--- src/rtl/cache_pkg.sv ---
// cache_pkg: shared types and widths for the cache lookup-port arbiter.
package cache_pkg;
    typedef enum logic [1:0] {ARB_IDLE, ARB_ISSUE, ARB_WAIT} arb_state_t;
    localparam int CACHE_ADDR_W = 32;
    localparam int CACHE_DATA_W = 64;
endpackage

--- src/rtl/cache_rr_pick.sv ---
// cache_rr_pick: combinational round-robin pick; search starts at ptr_i and wraps.
module cache_rr_pick #(
    parameter int N  = 2,
    parameter int IW = $clog2(N)
) (
    input  logic [N-1:0]  req_i,
    input  logic [IW-1:0] ptr_i,
    output logic [N-1:0]  gnt_o,
    output logic [IW-1:0] idx_o,
    output logic          any_o
);
    int j;
    // Scan from farthest to nearest so the requester closest to the pointer wins.
    always_comb begin
        idx_o = '0;
        any_o = 1'b0;
        j     = 0;
        for (int i = N - 1; i >= 0; i--) begin
            j = (int'(ptr_i) + i) % N;
            if (req_i[IW'(j)]) begin
                idx_o = IW'(j);
                any_o = 1'b1;
            end
        end
    end
    assign gnt_o = any_o ? (N'(1) << idx_o) : '0;
endmodule

--- src/rtl/cache_port_arbiter.sv ---
// cache_port_arbiter: round-robin sharing of the cache lookup port with one replay on miss.
// Optional watchdog in WAIT enabled by CACHE_ARB_TIMEOUT_EN.
module cache_port_arbiter
    import cache_pkg::*;
#(
    parameter int NUM_REQ        = 2,
    parameter int ADDR_W         = CACHE_ADDR_W,
    parameter int DATA_W         = CACHE_DATA_W,
    parameter int TIMEOUT_CYCLES = 64
) (
    input  logic                           clk_i,
    input  logic                           rst_i,
    input  logic [NUM_REQ-1:0]             req_valid_i,
    input  logic [NUM_REQ-1:0][ADDR_W-1:0] req_addr_i,
    output logic [NUM_REQ-1:0]             req_ready_o,
    output logic [NUM_REQ-1:0]             resp_valid_o,
    output logic                           resp_hit_o,
    output logic [DATA_W-1:0]              resp_data_o,
    output logic                           resp_err_o,
    output logic                           search_cache_o,
    output logic [ADDR_W-1:0]              cache_address_o,
    input  logic                           hit_i,
    input  logic                           search_done_i,
    input  logic [DATA_W-1:0]              data_i,
    output logic                           busy_o,
    output logic                           timeout_flag_o
);
    localparam int IW = $clog2(NUM_REQ);
    localparam int WW = $clog2(TIMEOUT_CYCLES + 1);
`ifdef CACHE_ARB_TIMEOUT_EN
    localparam bit TO_EN = 1'b1;
`else
    localparam bit TO_EN = 1'b0;
`endif

    arb_state_t          state_q;
    logic [IW-1:0]       ptr_q, gnt_q, ptr_d, pick_idx;
    logic [NUM_REQ-1:0]  pick_gnt, rv_q;
    logic                pick_any, replay_q, first_hit_q, search_q, rh_q, err_q, to_flag_q;
    logic [ADDR_W-1:0]   addr_q;
    logic [DATA_W-1:0]   rd_q;
    logic [WW-1:0]       wd_q;

    cache_rr_pick #(.N(NUM_REQ)) u_pick (
        .req_i (req_valid_i),
        .ptr_i (ptr_q),
        .gnt_o (pick_gnt),
        .idx_o (pick_idx),
        .any_o (pick_any)
    );

    assign ptr_d       = (pick_idx == IW'(NUM_REQ - 1)) ? '0 : pick_idx + 1'b1;
    assign req_ready_o = (state_q == ARB_IDLE) ? pick_gnt : '0;

    always_ff @(posedge clk_i or posedge rst_i) begin
        if (rst_i) begin
            state_q     <= ARB_IDLE;
            ptr_q       <= '0;
            gnt_q       <= '0;
            addr_q      <= '0;
            replay_q    <= 1'b0;
            first_hit_q <= 1'b0;
            search_q    <= 1'b0;
            rv_q        <= '0;
            rh_q        <= 1'b0;
            rd_q        <= '0;
            err_q       <= 1'b0;
            to_flag_q   <= 1'b0;
            wd_q        <= '0;
        end else begin
            rv_q     <= '0;
            rh_q     <= 1'b0;
            rd_q     <= '0;
            err_q    <= 1'b0;
            search_q <= 1'b0;
            case (state_q)
                ARB_IDLE: if (pick_any) begin
                    gnt_q    <= pick_idx;
                    addr_q   <= req_addr_i[pick_idx];
                    search_q <= 1'b1;
                    ptr_q    <= ptr_d;
                    state_q  <= ARB_ISSUE;
                end
                ARB_ISSUE: begin
                    wd_q    <= '0;
                    state_q <= ARB_WAIT;
                end
                ARB_WAIT: if (search_done_i) begin
                    if (replay_q || hit_i) begin
                        rv_q     <= NUM_REQ'(1) << gnt_q;
                        rh_q     <= replay_q ? first_hit_q : 1'b1;
                        rd_q     <= data_i;
                        replay_q <= 1'b0;
                        state_q  <= ARB_IDLE;
                    end else begin
                        first_hit_q <= hit_i;
                        replay_q    <= 1'b1;
                        search_q    <= 1'b1;
                        state_q     <= ARB_ISSUE;
                    end
                end else if (TO_EN && wd_q == WW'(TIMEOUT_CYCLES)) begin
                    rv_q      <= NUM_REQ'(1) << gnt_q;
                    err_q     <= 1'b1;
                    to_flag_q <= 1'b1;
                    replay_q  <= 1'b0;
                    state_q   <= ARB_IDLE;
                end else begin
                    wd_q <= TO_EN ? wd_q + 1'b1 : '0;
                end
                default: state_q <= ARB_IDLE;
            endcase
        end
    end

    assign resp_valid_o    = rv_q;
    assign resp_hit_o      = rh_q;
    assign resp_data_o     = rd_q;
    assign resp_err_o      = err_q;
    assign search_cache_o  = search_q;
    assign cache_address_o = addr_q;
    assign busy_o          = state_q != ARB_IDLE;
    assign timeout_flag_o  = to_flag_q;
endmodule

--- config.mk ---
export PLATFORM = sky130hd
export DESIGN_NAME = cache_port_arbiter
export DESIGN_NICKNAME = d
export VERILOG_FILES = /design/src/rtl/cache_pkg.sv /design/src/rtl/cache_rr_pick.sv /design/src/rtl/cache_port_arbiter.sv
export SDC_FILE = /design/constraint.sdc
export NUM_CORES = 1
export LEC_CHECK = 0
export CAP_MARGIN = 20
export CELL_PAD_IN_SITES_DETAIL_PLACEMENT = 0
export CELL_PAD_IN_SITES_GLOBAL_PLACEMENT = 1
export CORE_MARGIN = 8
export CORE_UTILIZATION = 30
export DETAILED_ROUTE_END_ITERATION = 8
export GPL_ROUTABILITY_DRIVEN = 1
export PLACE_DENSITY_LB_ADDON = 0.1
export SYNTH_ARGS = -nofsm -noshare
export SYNTH_HDL_FRONTEND = slang
export SYNTH_SLANG_ARGS = --single-unit
--- constraint.sdc ---
create_clock -name clk_i -period 3.87 [get_ports clk_i]
set_input_delay 0.5805 -clock clk_i [delete_from_list [all_inputs] [get_ports clk_i]]
set_output_delay 0.5805 -clock clk_i [all_outputs]
set_load 0.005 [all_outputs]
==> results of run 1 <==
worst min-delay path by stage:
stage / from / endpoint / slack (ps) / cells after the start
4_1_cts: gnt_q / resp_valid_o[0] / 470 / 1
2_1_floorplan: gnt_q / resp_valid_o[0] / 420 / 1
6_report: gnt_q / resp_valid_o[0] / 460 / 1
3_3_place_gp: gnt_q / resp_valid_o[0] / 460 / 1
3_5_place_dp: gnt_q / resp_valid_o[0] / 460 / 1
5_1_grt: gnt_q / resp_valid_o[0] / 510 / 1
state kept, by name, summed over array words and instances (netlist names):
register,flops
ptr_q,1
resp_hit_o,1
resp_data_o,64
first_hit_q,1
state_q,2
search_cache_o,1
resp_valid_o,2
replay_q,1
cache_address_o,32
gnt_q,1
logic make-up (layout without fill, tap and decap cells):
logic type	after synthesis	after routing	synth area share
other	1	2	0.000873
buffers and inverters	25	254	0.0405
multiplexers	67	67	0.199
AND/OR/NAND/NOR	77	77	0.135
XOR/XNOR	1	1	0.00204
flip-flops	106	106	0.618
AO/OA/AOI/OAI	3	3	0.00437
placed cells by master (no fill, tap or decap), drive strengths merged, types with 2 or more instances in the layout:
cell           netlist  routed
buf                 15       4
conb                 1       2
mux2                67      67
nor2b                2       2
a21oi                2       2
nor3                 2       2
dfrtp              106     106
clkdlybuf4s50        0     235
nor2                 2       2
clkbuf               9      11
nor3b               66      66
area by class of cell:
| type | count | area (um^2) |
|---|---|---|
| Fill cell | 1242 | 6900 |
| Inverter | 1 | 6.26 |
| Tap cell | 180 | 225 |
| Multi-Input combinational cell | 150 | 1490 |
| Sequential cell | 106 | 2650 |
| Clock inverter | 3 | 42.5 |
| Timing Repair Buffer | 239 | 2390 |
| Clock buffer | 11 | 233 |
where the power goes:
group / switching [mW] / internal [mW] / total, mW
sequential: 0.156 / 1.37 / 1.53
clock: 0.374 / 0.494 / 0.868
combinational: 0.546 / 1.03 / 1.57
metal layers:
layer  track usage  share of wire
met1         0.155           0.39
met2         0.209           0.48
met3        0.0657           0.11
met4        0.0598          0.018
met5             0              0
==> results_dict.tcl, run 1 <==
set metrics [dict create \
    cp.arrival_ps 2010 \
    yosysUniqueCellTypes 22 \
    antenna_cells 0 \
    status "finished, final reports clean" \
    cpMostUsedCell "clkdlybuf4s50_1" \
    gp_congestion 0.686 \
    critical_path_required_ps 3290 \
    path_delay_family "buffers and inverters" \
    synth.most_common_cell "dfrtp_1" \
    clkTransAtPathRegs_ps 60 \
    synth_top_area_cell "dfrtp_1" \
    power.total_mw 3.97 \
    reg2reg_from "state_q[1]" \
    io_pins 239 \
    grt_max_degree 70 \
    dr_total_vias 3009 \
    synth_top_area_share 0.618 \
    cts_tree "done" \
    relSlewSlack 0.460 \
    yosys_warnings 1 \
    fin_crit_ps 2600 \
    tightest_slew_ps 810 \
    timing.final.hold_violations 0 \
    path_buf_inv 2 \
    cts_setup_buffers 0 \
    via_per_inst 4.36 \
    critPathCaptureType "output port" \
    coreArea_um2 13900 \
    ctsResizeCount 0 \
    drc 0 \
    fin_nets 641 \
    start_util 0.308 \
    post-route-period-util 0.671 \
    dr.pass1.iters 4 \
    ys.flop_type "dfrtp_1" \
    critical_path.endpoint "req_ready_o[0]" \
    ys_ff_latch 106 \
    syn_to_final_growth_pct 63.9 \
    crit_path_max_fanout 3 \
    startpoint_type "input pin" \
    place_area_um2 6760 \
    root_buffer "clkbuf_16" \
    grt_overflow 0 \
    antenna_left 0 \
    grt_usage 0.135 \
    rows 43 \
    synth_seq_area_share 0.618 \
    final_util 0.505 \
    synth_cells 280 \
    synthArstFlopShare 1.00 \
    cp_num_cells 4 \
    skew_ps 4.78 \
    crit_path_top_delay_cell "clkdlybuf4s50_1" \
    clk_latency_ps 340 \
    clk_path_buf_depth 2 \
    dp_cells 676 \
    synthTopCellsByArea "dfrtp_1, nor3b_1, mux2_2" \
    grt_pass1_wl_um 19300 \
    dieArea_um2 18400 \
    design_area_um2 7040 \
    drv_cap 0 \
    synth_area_um2 4290 \
    power.static_leakage_nw 2.92 \
    die_h_um 136 \
    slew_violations 0 \
    synthTopCellsByCount "dfrtp_1, nor3b_1, mux2_2" \
    holdBufCountCts 0 \
    wl_per_cell_um 18.0 \
    crit_path_cell_trace "clkdlybuf4s50_1 -> nor3b_4 -> nor2b_1 -> clkdlybuf4s50_1" \
    dieWidth_um 136 \
    drt_wl_total_um 12500 \
    fmax_mhz 385 \
    critPathLaunch "req_valid_i[0]" \
    antenna_found_initial 0 \
    critical_path_class "in2out" \
    hpwl_um 9160 \
    setup_viol 0 \
    ff2ff_setup_slack_ps 2000 \
    cts_htree_levels 3 \
    rsz0062_at_grt "false" \
    final_cells 690 \
    slowest_delay_ps 510 \
    cts_num_sinks 106 \
    fin_ws_ps 1270 \
    r2r_end "cache_address_o[19]" \
    vdd_ir_drop_max_mv 0.194 \
    cts_buffers 9 \
    drive_gt1_frac 0.173 \
    avgSynthCellArea_um2 15.3 \
    port_buffers 235 \
    dp_slack_ps 1250 \
    reg2regPathDepth 3 \
    drt_iter0_drc 139 \
    synth_edf_count 0 \
    powerDensity_nw_per_um2 564 \
    grt_pass1_vias 3362 \
    final.setup.tns_ps 0 \
    hold_ws_ps 465 \
    hold_class "reg2reg" \
]
Note: power is estimated with default switching activity, not from simulation.
==> inputs of run 2 (changes only) <==
==> constraint.sdc (replaced) <==
create_clock -name clk_i -period 2.6 [get_ports clk_i]
set_input_delay 0.39 -clock clk_i [delete_from_list [all_inputs] [get_ports clk_i]]
set_output_delay 0.39 -clock clk_i [all_outputs]
set_load 0.005 [all_outputs]
==> run 2 against run 1 <==
  * Die area unchanged
  * Worst setup slack lost 840 ps
  * Global-route usage increased by 0.36 points
  * Critical endpoint unchanged
  * Wire length increased by 2.5%
  * Highest routed layer unchanged
  * Sequential share of layout area is 0.31 points lower
  * Count of clock-buffer cells in the layout rose by 1
==> results_dict.tcl, run 2 (synthesis gave the netlist of run 1 again) <==
set metrics [dict create \
    status "finished, final reports clean" \
    grt_overflow 0 \
    cp.arrival_ps 1780 \
    r2r_end "cache_address_o[18]" \
    critical_path_required_ps 2210 \
    holdBufCountCts 0 \
    post-route-period-util 0.833 \
    place_area_um2 6800 \
    antenna_cells 0 \
    antenna_left 0 \
    tightest_slew_ps 605 \
    wl_per_cell_um 18.4 \
    reg2reg_from "state_q[0]" \
    grt_pass1_vias 3386 \
    startpoint_type "input pin" \
    register_area_um2 2650 \
    fin_nets 644 \
    reg2regPathDepth 3 \
    cts_htree_levels 3 \
    rows 43 \
    drt_wl_total_um 12800 \
    setup_viol 0 \
    grt_usage 0.139 \
    grt_pass1_wl_um 19800 \
    power.static_leakage_nw 2.95 \
    coreArea_um2 13900 \
    largest_reg_flops 64 \
    nFillCells 1218 \
    powerDensity_nw_per_um2 847 \
    clk_latency_ps 340 \
    die_h_um 136 \
    crit_path_top_delay_cell "clkdlybuf4s50_1" \
    power.total_mw 6.01 \
    gp_congestion 0.679 \
    timing.final.hold_violations 0 \
    cts_num_sinks 106 \
    final_cells 695 \
    layout_common_cells "clkdlybuf4s50_1, dfrtp_1, nor3b_1" \
    drive_gt1_frac 0.181 \
    port_buffers 235 \
    path_delay_family "buffers and inverters" \
    final_common_cell "clkdlybuf4s50_1" \
    grt_max_degree 71 \
    relSlewSlack 0.596 \
    syn_to_final_growth_pct 65.3 \
    vdd_ir_drop_max_mv 0.334 \
    hold_ws_ps 472 \
    fin_crit_ps 2170 \
    critical_path.endpoint "req_ready_o[0]" \
    skew_ps 3.50 \
    via_per_inst 4.38 \
    hpwl_um 9390 \
    antenna_found_initial 0 \
    slowest_delay_ps 510 \
    design_area_um2 7100 \
    slew_violations 0 \
    ff2ff_setup_slack_ps 760 \
    root_buffer "clkbuf_16" \
    final.setup.tns_ps 0 \
    fmax_mhz 462 \
    cp_num_cells 4 \
    start_util 0.308 \
    dp_cells 679 \
    hold_class "reg2reg" \
    clkTransAtPathRegs_ps 70 \
    cts_setup_buffers 0 \
    dr.pass1.iters 4 \
    drt_iter0_drc 96 \
    critPathLaunch "req_valid_i[0]" \
    crit_path_max_fanout 3 \
    cpMostUsedCell "clkdlybuf4s50_1" \
    cts_tree "done" \
    rsz0062_at_grt "false" \
    ctsResizeCount 0 \
    cts_buffers 9 \
    path_buf_inv 2 \
    critPathCaptureType "output port" \
    multi_input_area_um2 1490 \
    drv_cap 0 \
    drc 0 \
    crit_path_cell_trace "clkdlybuf4s50_1 -> nor3b_4 -> nor2b_1 -> clkdlybuf4s50_1" \
    io_pins 239 \
    clk_path_buf_depth 2 \
    dieWidth_um 136 \
    dieArea_um2 18400 \
    dr_total_vias 3044 \
    critical_path_class "in2out" \
]
==> run 2: per-stage QoR <==
| step | setup WS (ps) | utilization |
|---|---|---|
| finish | 434 | 0.509 |
| global route | 314 | 0.509 |
| floorplan | 936 | - |
| detailed placement | 330 | 0.488 |
| global placement | 355 | 0.488 |
| CTS | 392 | 0.509 |
==> run 2: power breakdown <==
| part | switching, mW | internal [mW] |
|---|---|---|
| combinational | 0.837 | 1.55 |
| sequential | 0.224 | 2.05 |
| clock | 0.582 | 0.774 |
| total | 1.64 | 4.37 |
==> run 2: area by class of cell <==
class / instances / share of cell area
Sequential cell: 106 / 0.374
Clock inverter: 4 / 0.00723
Clock buffer: 12 / 0.0347
Inverter: 1 / 0.00106
Tap cell: 180 / 0.0317
Timing Repair Buffer: 242 / 0.342
Multi-Input combinational cell: 150 / 0.209
==> run 2: worst min-delay path by stage <==
stage | start | endpoint | cells past startpoint
floorplan | gnt_q | resp_valid_o[0] | 1
global placement | gnt_q | resp_valid_o[0] | 1
detailed placement | gnt_q | resp_valid_o[0] | 1
CTS | gnt_q | resp_valid_o[0] | 1
global route | gnt_q | resp_valid_o[0] | 1
finish | gnt_q | resp_valid_o[0] | 1
==> run 2: layer usage <==
| metal | part of all wire | global-route usage | vias up |
|---|---|---|---|
| met5 | 0 | 0 | - |
| met2 | 0.48 | 0.221 | 140 |
| met3 | 0.11 | 0.0657 | 12 |
| met4 | 0.014 | 0.0543 | 0 |
| li1 | - | - | 1425 |
| met1 | 0.39 | 0.158 | 1467 |
==> inputs of run 3 (changes only) <==
==> constraint.sdc (replaced) <==
create_clock -name clk_i -period 2.25 [get_ports clk_i]
set_input_delay 0.3375 -clock clk_i [delete_from_list [all_inputs] [get_ports clk_i]]
set_output_delay 0.3375 -clock clk_i [all_outputs]
set_load 0.005 [all_outputs]
==> run 3 against run 2 <==
  * Worst setup slack got worse by 270 ps
  * Die area unchanged
  * Clock power is 18% higher
  * First-iteration DRC count rose by 22%
  * Design area increased by 0.28%
  * Core utilization rose by 0.14 points
  * Cell count is the same
  * Global-route usage shrank 0.072 points
  * Critical endpoint unchanged
  * Non-clock buffer count unchanged
  * Combinational power grew 16%
  * Sequential share of layout area fell by 0.11 points
  * Via count is 0.20% higher
==> results_dict.tcl, run 3 (synthesis gave the netlist of run 1 again) <==
set metrics [dict create \
    status "finished, final reports clean" \
    relSlewSlack 0.609 \
    dieArea_um2 18400 \
    dieWidth_um 136 \
    drt_wl_total_um 12700 \
    drive_gt1_frac 0.183 \
    antenna_left 0 \
    register_area_um2 2650 \
    critical_path_required_ps 1910 \
    drc 0 \
    layout_common_cells "clkdlybuf4s50_1, dfrtp_1, nor3b_1" \
    final.setup.tns_ps 0 \
    nFillCells 1213 \
    largest_reg_flops 64 \
    antenna_cells 0 \
    via_per_inst 4.39 \
    clk_path_buf_depth 2 \
    grtUsageMet3 0.0686 \
    wl_per_cell_um 18.3 \
    cts_htree_levels 3 \
    timing.final.hold_violations 0 \
    holdBufCountCts 0 \
    cts_num_sinks 106 \
    die_h_um 136 \
    setup_viol 0 \
    hold_class "in2async" \
    critical_path_class "in2out" \
    clkTransAtPathRegs_ps 70 \
    post-route-period-util 0.929 \
    ff2ff_setup_slack_ps 430 \
    multi_input_area_um2 1490 \
    grt_pass1_wl_um 19700 \
    rows 43 \
    cp.arrival_ps 1750 \
    root_buffer "clkbuf_16" \
    cts_setup_buffers 0 \
    grt_usage 0.138 \
    tightest_slew_ps 587 \
    cts_buffers 9 \
    dr_total_vias 3050 \
    grt_max_degree 75 \
    power.total_mw 7.01 \
    powerDensity_nw_per_um2 985 \
    antenna_found_initial 0 \
    io_pins 239 \
    vdd_ir_drop_max_mv 0.515 \
    power.static_leakage_nw 2.97 \
    fmax_mhz 479 \
    slew_violations 0 \
    coreArea_um2 13900 \
    ctsResizeCount 0 \
    syn_to_final_growth_pct 65.8 \
    port_buffers 235 \
    met2_usage 0.219 \
    fin_nets 644 \
    startpoint_type "input pin" \
    rsz0062_at_grt "false" \
    gp_congestion 0.669 \
    drt_iter0_drc 117 \
    fin_crit_ps 2090 \
    hpwl_um 9500 \
    grt_overflow 0 \
    skew_ps 5.24 \
    cts_tree "done" \
    final_common_cell "clkdlybuf4s50_1" \
    crit_path_max_fanout 3 \
    drv_cap 0 \
    critPathCaptureType "output port" \
    grt_use_met1 0.157 \
    clk_latency_ps 340 \
    dr.pass1.iters 4 \
    gr-max-usage-layer "met2" \
    grt_pass1_vias 3396 \
    start_util 0.308 \
]
[run 3: cell count changes in the layout (fill, tap and decap cells not counted)]
cell        change
buf_12          +1
buf_4           -1
clkbuf_1        -1
clkbuf_8        +1
clkinv_2        +1
clkinv_4        -1
clkinvlp_4      -1
inv_6           +1
[run 3: worst paths after layout]
check	depth (start not counted)	to	from
min in group clk_i	1	resp_valid_o[0]	gnt_q
setup / recovery	4	req_ready_o[0]	req_valid_i[0]
setup reg to reg	3	cache_address_o[15]	state_q[1]
max in group asynchronous	3	resp_data_o[35]	rst_i
hold reg to reg	1	resp_valid_o[0]	gnt_q
hold / removal	3	cache_address_o[16]	rst_i
[run 3: final cells by class]
| class | instances | share of cell area |
|---|---|---|
| Tap cell | 180 | 0.0316 |
| Clock buffer | 12 | 0.0360 |
| Inverter | 1 | 0.00105 |
| Multi-Input combinational cell | 150 | 0.209 |
| Sequential cell | 106 | 0.373 |
| Timing Repair Buffer | 242 | 0.343 |
| Clock inverter | 4 | 0.00686 |
[run 3: stage by stage]
| step | cell area (um^2) | cells | hold WS, ps | util | setup WS (ps) |
|---|---|---|---|---|---|
| final | 7120 | 695 | 460 | 0.511 | 160 |
| after detailed placement | 6810 | 679 | 461 | 0.489 | 24.0 |
| after floorplan | 4300 | 281 | 424 | - | 639 |
| after global routing | 7120 | 695 | 498 | 0.511 | 30.1 |
| after CTS | 7120 | 695 | 477 | 0.511 | 109 |
| after global placement | 6810 | 679 | 455 | 0.489 | 79.7 |
[run 3: per-layer routing]
layer  vias up  wire length [um]
met5         -                 0
met4         0               205
met3        12              1470
met2       135              6080
met1      1480              4970
li1       1423                 -
[run 3: power by group]
| group | switching [mW] | leakage, nW | total [mW] | internal [mW] |
|---|---|---|---|---|
| combinational | 0.949 | 1.42 | 2.77 | 1.82 |
| clock | 0.685 | 0.153 | 1.61 | 0.925 |
| sequential | 0.271 | 1.39 | 2.63 | 2.36 |
| total | 1.90 | 2.97 | 7.01 | 5.10 |
[run 3: worst max-delay path, cell delays in order]
cell	delay, ps
clkdlybuf4s50_1	490
nor3b_4	250
nor2b_1	160
clkdlybuf4s50_1	510
